**config.mk**
```make
export PLATFORM = sky130hd
export DESIGN_NAME = axi_fft_master
export DESIGN_NICKNAME = d
export VERILOG_FILES = /design/src/rtl/axi_fft_master_pkg.sv /design/src/rtl/axi_fft_master.sv
export SDC_FILE = /design/constraint.sdc
export NUM_CORES = 1
export LEC_CHECK = 0
export ABC_AREA = 1
export BUFFER_PORTS_ARGS = -buffer_cell sky130_fd_sc_hd__buf_4
export CAP_MARGIN = 40
export CORE_MARGIN = 5
export CORE_UTILIZATION = 43
export DETAILED_ROUTE_END_ITERATION = 16
export PLACE_DENSITY = 0.95
export SLEW_MARGIN = 10
export SYNTH_ARGS = -nofsm -noshare
export SYNTH_HDL_FRONTEND = slang
export SYNTH_SLANG_ARGS = --single-unit
```
**constraint.sdc**
```tcl
create_clock -name i_clk -period 2.8 [get_ports i_clk]
set_input_delay 0.56 -clock i_clk [delete_from_list [all_inputs] [get_ports i_clk]]
set_output_delay 0.56 -clock i_clk [all_outputs]
set_load 0.05 [all_outputs]
```
**src/rtl/axi_fft_master_pkg.sv**
```systemverilog
// Shared types and constants for the FFT subsystem AXI burst master.
package axi_fft_master_pkg;

    localparam int unsigned ADDR_WIDTH   = 12;
    localparam int unsigned LEN_WIDTH    = 8;
    localparam int unsigned SAMPLE_WIDTH = 16;
    localparam int unsigned STRB_WIDTH   = 2;

    localparam logic [1:0]            AXI_BURST_INCR = 2'b01;
    localparam logic [2:0]            AXI_SIZE_2B    = 3'b001;
    localparam logic [STRB_WIDTH-1:0] AXI_WSTRB_ALL  = STRB_WIDTH'(2'b11);

    typedef enum logic [2:0] {
        M_IDLE,
        M_AW,
        M_W,
        M_B,
        M_AR,
        M_R,
        M_DONE
    } master_state_e;

    // Beat counter increment that sticks at all-ones instead of wrapping.
    function automatic logic [LEN_WIDTH-1:0] sat_inc(input logic [LEN_WIDTH-1:0] v);
        return (v == {LEN_WIDTH{1'b1}}) ? v : v + LEN_WIDTH'(1);
    endfunction

endpackage

```
**src/rtl/axi_fft_master.sv**
```systemverilog
// AXI4 initiator: writes one sample frame as an INCR burst, then reads the
// FFT results back with a single read burst and streams them to a sink.
module axi_fft_master
    import axi_fft_master_pkg::*;
#(
    parameter int unsigned DATA_WIDTH = 32,
    parameter int unsigned ID_W_WIDTH = 2,
    parameter int unsigned ID_R_WIDTH = 2,
    parameter int unsigned W_ID       = 0,
    parameter int unsigned R_ID       = 0
) (
    input  logic                    i_clk,
    input  logic                    i_rstn,
    input  logic                    i_START,
    input  logic [ADDR_WIDTH-1:0]   i_BASE_ADDR,
    input  logic [LEN_WIDTH-1:0]    i_LEN,
    input  logic [SAMPLE_WIDTH-1:0] i_SAMPLE,
    input  logic                    i_SAMPLE_VALID,
    output logic                    o_SAMPLE_READY,
    output logic [DATA_WIDTH-1:0]   o_RESULT,
    output logic                    o_RESULT_VALID,
    output logic                    o_RESULT_LAST,
    output logic                    o_BUSY,
    output logic                    o_DONE,
    output logic                    o_ERR,
    output logic [ADDR_WIDTH-1:0]   o_AWADDR,
    output logic [LEN_WIDTH-1:0]    o_AWLEN,
    output logic [2:0]              o_AWSIZE,
    output logic [1:0]              o_AWBURST,
    output logic [ID_W_WIDTH-1:0]   o_AWID,
    output logic                    o_AWVALID,
    input  logic                    i_AWREADY,
    output logic [SAMPLE_WIDTH-1:0] o_WDATA,
    output logic [STRB_WIDTH-1:0]   o_WSTRB,
    output logic                    o_WLAST,
    output logic                    o_WVALID,
    input  logic                    i_WREADY,
    input  logic                    i_BVALID,
    input  logic [ID_W_WIDTH-1:0]   i_BID,
    output logic                    o_BREADY,
    output logic [ADDR_WIDTH-1:0]   o_ARADDR,
    output logic [LEN_WIDTH-1:0]    o_ARLEN,
    output logic [2:0]              o_ARSIZE,
    output logic [1:0]              o_ARBURST,
    output logic [ID_R_WIDTH-1:0]   o_ARID,
    output logic                    o_ARVALID,
    input  logic                    i_ARREADY,
    input  logic [DATA_WIDTH-1:0]   i_RDATA,
    input  logic [ID_R_WIDTH-1:0]   i_RID,
    input  logic                    i_RVALID,
    input  logic                    i_RLAST,
    output logic                    o_RREADY
);

    master_state_e           state_q, state_d;
    logic [ADDR_WIDTH-1:0]   addr_q, addr_d;
    logic [LEN_WIDTH-1:0]    len_q, len_d;
    logic [LEN_WIDTH-1:0]    cnt_q, cnt_d;
    logic                    err_q, err_d;

    logic aw_hs, w_hs, b_hs, ar_hs, r_hs, cnt_at_len;

    assign aw_hs      = (state_q == M_AW) && i_AWREADY;
    assign w_hs       = (state_q == M_W)  && i_SAMPLE_VALID && i_WREADY;
    assign b_hs       = (state_q == M_B)  && i_BVALID;
    assign ar_hs      = (state_q == M_AR) && i_ARREADY;
    assign r_hs       = (state_q == M_R)  && i_RVALID;
    assign cnt_at_len = (cnt_q == len_q);

    always_ff @(posedge i_clk or negedge i_rstn) begin
        if (!i_rstn) begin
            state_q <= M_IDLE;
        end else begin
            state_q <= state_d;
        end
    end

    always_comb begin
        state_d = state_q;
        unique case (state_q)
            M_IDLE: if (i_START)            state_d = M_AW;
            M_AW:   if (aw_hs)              state_d = M_W;
            M_W:    if (w_hs && cnt_at_len) state_d = M_B;
            M_B:    if (b_hs)               state_d = M_AR;
            M_AR:   if (ar_hs)              state_d = M_R;
            M_R:    if (r_hs && i_RLAST)    state_d = M_DONE;
            M_DONE:                         state_d = M_IDLE;
            default:                        state_d = M_IDLE;
        endcase
    end

    always_ff @(posedge i_clk or negedge i_rstn) begin
        if (!i_rstn) begin
            addr_q <= '0;
            len_q  <= '0;
            cnt_q  <= '0;
            err_q  <= 1'b0;
        end else begin
            addr_q <= addr_d;
            len_q  <= len_d;
            cnt_q  <= cnt_d;
            err_q  <= err_d;
        end
    end

    // Burst parameters, beat counter and sticky protocol error.
    always_comb begin
        addr_d = addr_q;
        len_d  = len_q;
        cnt_d  = cnt_q;
        err_d  = err_q;
        unique case (state_q)
            M_IDLE: begin
                if (i_START) begin
                    addr_d = i_BASE_ADDR;
                    len_d  = i_LEN;
                    cnt_d  = '0;
                    err_d  = 1'b0;
                end
            end
            M_W: begin
                if (w_hs) cnt_d = sat_inc(cnt_q);
            end
            M_B: begin
                if (b_hs && (i_BID != ID_W_WIDTH'(W_ID))) err_d = 1'b1;
            end
            M_AR: begin
                if (ar_hs) cnt_d = '0;
            end
            M_R: begin
                if (r_hs) begin
                    cnt_d = sat_inc(cnt_q);
                    if (i_RID != ID_R_WIDTH'(R_ID)) err_d = 1'b1;
                    if (i_RLAST && !cnt_at_len)     err_d = 1'b1;
                    // Beat at or beyond the final index that is not flagged last.
                    if (!i_RLAST && (cnt_q >= len_q)) err_d = 1'b1;
                end
            end
            default: ;
        endcase
    end

    // Channel outputs; W and R payloads pass straight through in their phase.
    always_comb begin
        o_SAMPLE_READY = 1'b0;
        o_RESULT       = '0;
        o_RESULT_VALID = 1'b0;
        o_RESULT_LAST  = 1'b0;
        o_BUSY         = (state_q != M_IDLE);
        o_DONE         = (state_q == M_DONE);
        o_ERR          = err_q;
        o_AWADDR       = addr_q;
        o_AWLEN        = len_q;
        o_AWSIZE       = '0;
        o_AWBURST      = '0;
        o_AWID         = ID_W_WIDTH'(W_ID);
        o_AWVALID      = 1'b0;
        o_WDATA        = '0;
        o_WSTRB        = '0;
        o_WLAST        = 1'b0;
        o_WVALID       = 1'b0;
        o_BREADY       = 1'b0;
        o_ARADDR       = addr_q;
        o_ARLEN        = len_q;
        o_ARSIZE       = '0;
        o_ARBURST      = '0;
        o_ARID         = ID_R_WIDTH'(R_ID);
        o_ARVALID      = 1'b0;
        o_RREADY       = 1'b0;

        if (state_q != M_IDLE) begin
            o_AWSIZE  = AXI_SIZE_2B;
            o_AWBURST = AXI_BURST_INCR;
            o_ARSIZE  = AXI_SIZE_2B;
            o_ARBURST = AXI_BURST_INCR;
            o_WSTRB   = AXI_WSTRB_ALL;
        end

        unique case (state_q)
            M_AW: o_AWVALID = 1'b1;
            M_W: begin
                o_WVALID       = i_SAMPLE_VALID;
                o_WDATA        = i_SAMPLE;
                o_SAMPLE_READY = i_WREADY;
                o_WLAST        = cnt_at_len && i_SAMPLE_VALID;
            end
            M_B:  o_BREADY  = 1'b1;
            M_AR: o_ARVALID = 1'b1;
            M_R: begin
                o_RREADY       = 1'b1;
                o_RESULT       = i_RDATA;
                o_RESULT_VALID = i_RVALID;
                o_RESULT_LAST  = i_RVALID && i_RLAST;
            end
            default: ;
        endcase
    end

endmodule
```
# == Word-level counts from Yosys, hierarchy flattened ==
# Cells that the tools add are included.
# word_totals
in_bits,82
wordCells,84
regBits,32
output_inout_bits,116
# op_classes
order_cmp,1
muxes,34
add_sub_neg,1
n_reduce_logical,25
n_eq_ne,18
# op_table
op,n
$mux 8,5
$mux 32,1
$pmux 8 s4,1
$mux 3,6
$pmux 3 s6,1
$mux 1,17
$mux 16,1
$logic_and 1x1->1,13
$ne 2x2->1 const B,6
$reduce_and 5->1,2
$eq 3x3->1 const B,3
$add 8x1->8 const B,1
$eq 8x8->1,1
$eq 8x8->1 const B,1
$ge 8x8->1,1
$eq 3x2->1 const B,2
$ne 2x1->1 const B,3
$reduce_and 6->1,1
$reduce_bool 3->1,2
$ne 4x1->1 const B,1
$reduce_bool 2->1,2
$reduce_bool 4->1,1
$eq 3x1->1 const B,1
$logic_not 3->1,1
4 further kinds,5

# == Longest topological paths before layout ==
# logic_depth
ltp_word,7
ltp_mapped,14
mapped_depth_nobuf,14

# == Worst setup path before layout ==
# Ideal clock, no wire load.
# synth_timing
kind,flip-flop to output port
startpoint,"register len_q[7], in the netlist o_ARLEN[7]"
endpoint,output port o_WLAST
setup_slack_ns,-0.168
path_stages_with_launch,7
n_path_buf,0
t_arrival_ns,2.408
required_ns,2.240
cell_sequence,dfrtp_1 -> inv_1 -> ha_1 -> nand2_1 -> nor2_1 -> nand2_1 -> nor3_1
# synth_via
elab_chain_len,3
# synth_rtl
element,line,text
from (decl),axi_fft_master.sv:57,"logic [LEN_WIDTH-1:0] len_q, len_d;"
from (signal assigned),axi_fft_master.sv:100,len_q <= len_d;
$eq 8x8->1,axi_fft_master.sv:68,assign cnt_at_len = (cnt_q == len_q);
$logic_and 1x1->1,axi_fft_master.sv:185,o_WLAST = cnt_at_len && i_SAMPLE_VALID;
$mux 1,axi_fft_master.sv:179,unique case (state_q)
to (decl),axi_fft_master.sv:35,"output logic o_WLAST,"
# Every way passes these cells.

# == Worst setup path after layout ==
# layout_timing
startpoint,register cnt_q[7]
endpoint,output port o_WLAST
# layout_via
elab_chain_len,3
# layout_rtl
element,line,text
from (decl),axi_fft_master.sv:58,"logic [LEN_WIDTH-1:0] cnt_q, cnt_d;"
from (signal assigned),axi_fft_master.sv:101,cnt_q <= cnt_d;
$eq 8x8->1,axi_fft_master.sv:68,
$logic_and 1x1->1,axi_fft_master.sv:185,
$mux 1,axi_fft_master.sv:179,
# Every way passes these cells.

==> run metrics <==
Reg clk slew, reported paths 0.07 ns; asr flop ratio synth 100%; static leakage 2.36 nW; Die Ht 86.4 um; Core ar. 5570 um2; Fin. Hold Viols 0; die area 7460 um2; drt wl/cell 13.5 um; setup ws final 0.408 ns; R2R depth 8; HPWL Detailed 6650 um; post-synthesis register bit count 32; Routability Congestion 0.856; Synth top area share 31.9%; crit path launch type flop; period utilization 85.4%; Comb pwr share 75.7%; 1st-pass router iterations 4; reg-to-reg startpoint state_q[1]; clock network fraction of total power 7.4%; CTS tree yes; register area 801 um2; capturing point of the worst reg2reg path cnt_q[0]; n_diodes 0; Synth-to-Final Area Change 52.1%; share of cells above drive strength 1 41.7%; Synth Area in Compound Gates 4.14%; crit path kind flop to primary output; crit path max fanout 4; Seq pwr share 16.9%; Clock Latency Late Sink 0.29 ns; Sw Share 61.9%; Min Hold Slack 0.198 ns; DRT antenna net count 0; XOR/XNOR Fraction of Synth Area 1.05%; most frequent cells in the layout buf_4 (188), nor2_1 (79), inv_1 (76); sequential area share after synthesis 31.9%; largest net degree at the start of global routing 39; Top delay family on crit path simple AND/OR/NAND/NOR gates; routed wire length 8050 um; Synth Area in Simple Gates 28.0%; initial antenna violation count 0; dpl ws 0.698 ns; slowest CP cell dfrtp_1; Mapped Area 2510 um2; PD cells 1230 nW/um2; fin util 68.4%; GRT Total Usage 20.6%; Max Cap Viol 0; M2 GR Usage 37.1%; Tmin final 2.39 ns; cell mode on critical path nand2_1; main combinational cell family by area after synthesis simple AND/OR/NAND/NOR gates; RSZ-0062 raised after global routing no; first-pass GRT wire length 12500 um; cell-internal power 1.79 mW; deepest clock path buffer count 2; largest cells by area after synthesis dfrtp_1 (32%), nor2_1 (12%), inv_1 (11%); GR peak layer met2; min-delay worst type primary input to async pin; Synthesis Warnings 0; Clock Skews 0.00518 ns; number of synthesized flops with an enable pin 0; Die Wd 86.4 um; # hold bufs at CTS 0; mux cell area share after synthesis 5.84%; Max Transition Viols Final 0; global-route met3 utilization 5.80%; critical path capture point type primary output; Fill cells 441; Worst EP required 2.24 ns; outcome complete, no violations; Post-layout nets 616; multi-input combinational cell area 1130 um2; CP max stage delay 0.43 ns; Worst Path Buf+Inv 1; post-synthesis adder-cell area fraction 4.49%; global route overflow 0; I/O Pins 198; crit path from cnt_q[7]; # setup viols final 0; Buffers on Ports 187; leading area contributor after synthesis dfrtp_1; Syn Area/Cell 6.87 um2; drt initial violations 166; postcts setup bufs 0; vias per cell 4.59; M1 GR Usage 22.8%; Synth Instances 365; Worst Path Arrival 1.83 ns; CTS H-tree depth 2; NetSw 2.91 mW; DR DRC count 0; peak supply drop 1610 uV; CTS-repair resized insts 0; Synth Flop Type dfrtp_1; CTS Buf Count 5; r2r setup slk 0.80 ns; Starting Density 45.0%; Cell Rows 27; vias in the first global route 2716; commonest non-fill, non-tap cell in the layout buf_4; setup TNS 0 ns; f_max 418 MHz; total number of vias 2741; Root Buffer clkbuf_8; CP Cell Sequence ha_1 > nand2_1 > nor2_1 > nand2_1 > nor3_2 > buf_4; Synth cell types 29; total power 4.70 mW; Clock Sinks 32
## logic make-up after synthesis
family                     count (synthesis)
buffers and inverters                    123
other                                      1
adders and majority gates                  9
AOI/OAI and AO/OA                         20
muxes                                     13
xor gates and xnor gates                   3
DFF                                       32
and+or+nand+nor                          164
## layout make-up
cell class / count / share of cell area (%)
timing repair buffer: 188 / 37.0
clock buffer: 5 / 1.80
clock inverter: 2 / 0.328
tap: 72 / 2.36
inverter: 79 / 7.77
sequential: 32 / 21.0
multi-input combinational: 219 / 29.7
## power groups by stage
| stage | Sequential [mW] | Clock, mW | Combinational (mW) |
|---|---|---|---|
| 6_report | 0.795 | 0.348 | 3.55 |
| 5_1_grt | 0.827 | 0.370 | 3.72 |
| 4_1_cts | 0.795 | 0.348 | 3.57 |
| 3_5_place_dp | 0.801 | 0 | 3.56 |
| 3_3_place_gp | 0.782 | 0 | 3.50 |
| 2_1_floorplan | 1.30 | 0 | 2.28 |
## through the flow
| stage | cells | area [um2] |
|---|---|---|
| after global placement | 590 | 3730 |
| final | 597 | 3810 |
| after global routing | 597 | 3810 |
| after detailed placement | 590 | 3730 |
| after floorplan | 374 | 2550 |
| after CTS | 597 | 3810 |
## Yosys cell counts, types with 2 or more instances
library cell  count
mux2_2           11
nand2_4           2
nor3b_1           2
nor3_1            5
nand2_2           2
xor2_1            2
dfrtp_1          32
o21ai_0           4
inv_1            76
nand2_1          55
buf_2             2
nand3_1          13
inv_2             3
buf_4            37
ha_1              9
nor2_1           79
nand3_2           3
a21oi_1          14
mux2_1            2
clkbuf_1          3
## worst max-delay path by stage
| stage | to | cells after the start | slack, ns |
|---|---|---|---|
| after detailed placement | o_WLAST | 7 | 0.70 |
| after CTS | o_WLAST | 7 | 0.38 |
| after global placement | o_WLAST | 6 | 0.77 |
| after floorplan | o_WLAST | 6 | 0.26 |
| final | o_WLAST | 6 | 0.41 |
| after global routing | o_WLAST | 7 | 0.31 |
## flip-flops by register name, indices dropped and copies added, names as in the netlist
| name | flops |
|---|---|
| o_ERR | 1 |
| o_ARLEN | 8 |
| o_ARADDR | 12 |
| state_q | 3 |
| cnt_q | 8 |
## layer usage
layer	part of all wire (%)	vias up
met5	0	-
met4	2.6	0
met3	8.6	14
met2	54	134
met1	35	1235
li1	-	1358
Power figures use the tool's default switching activity.
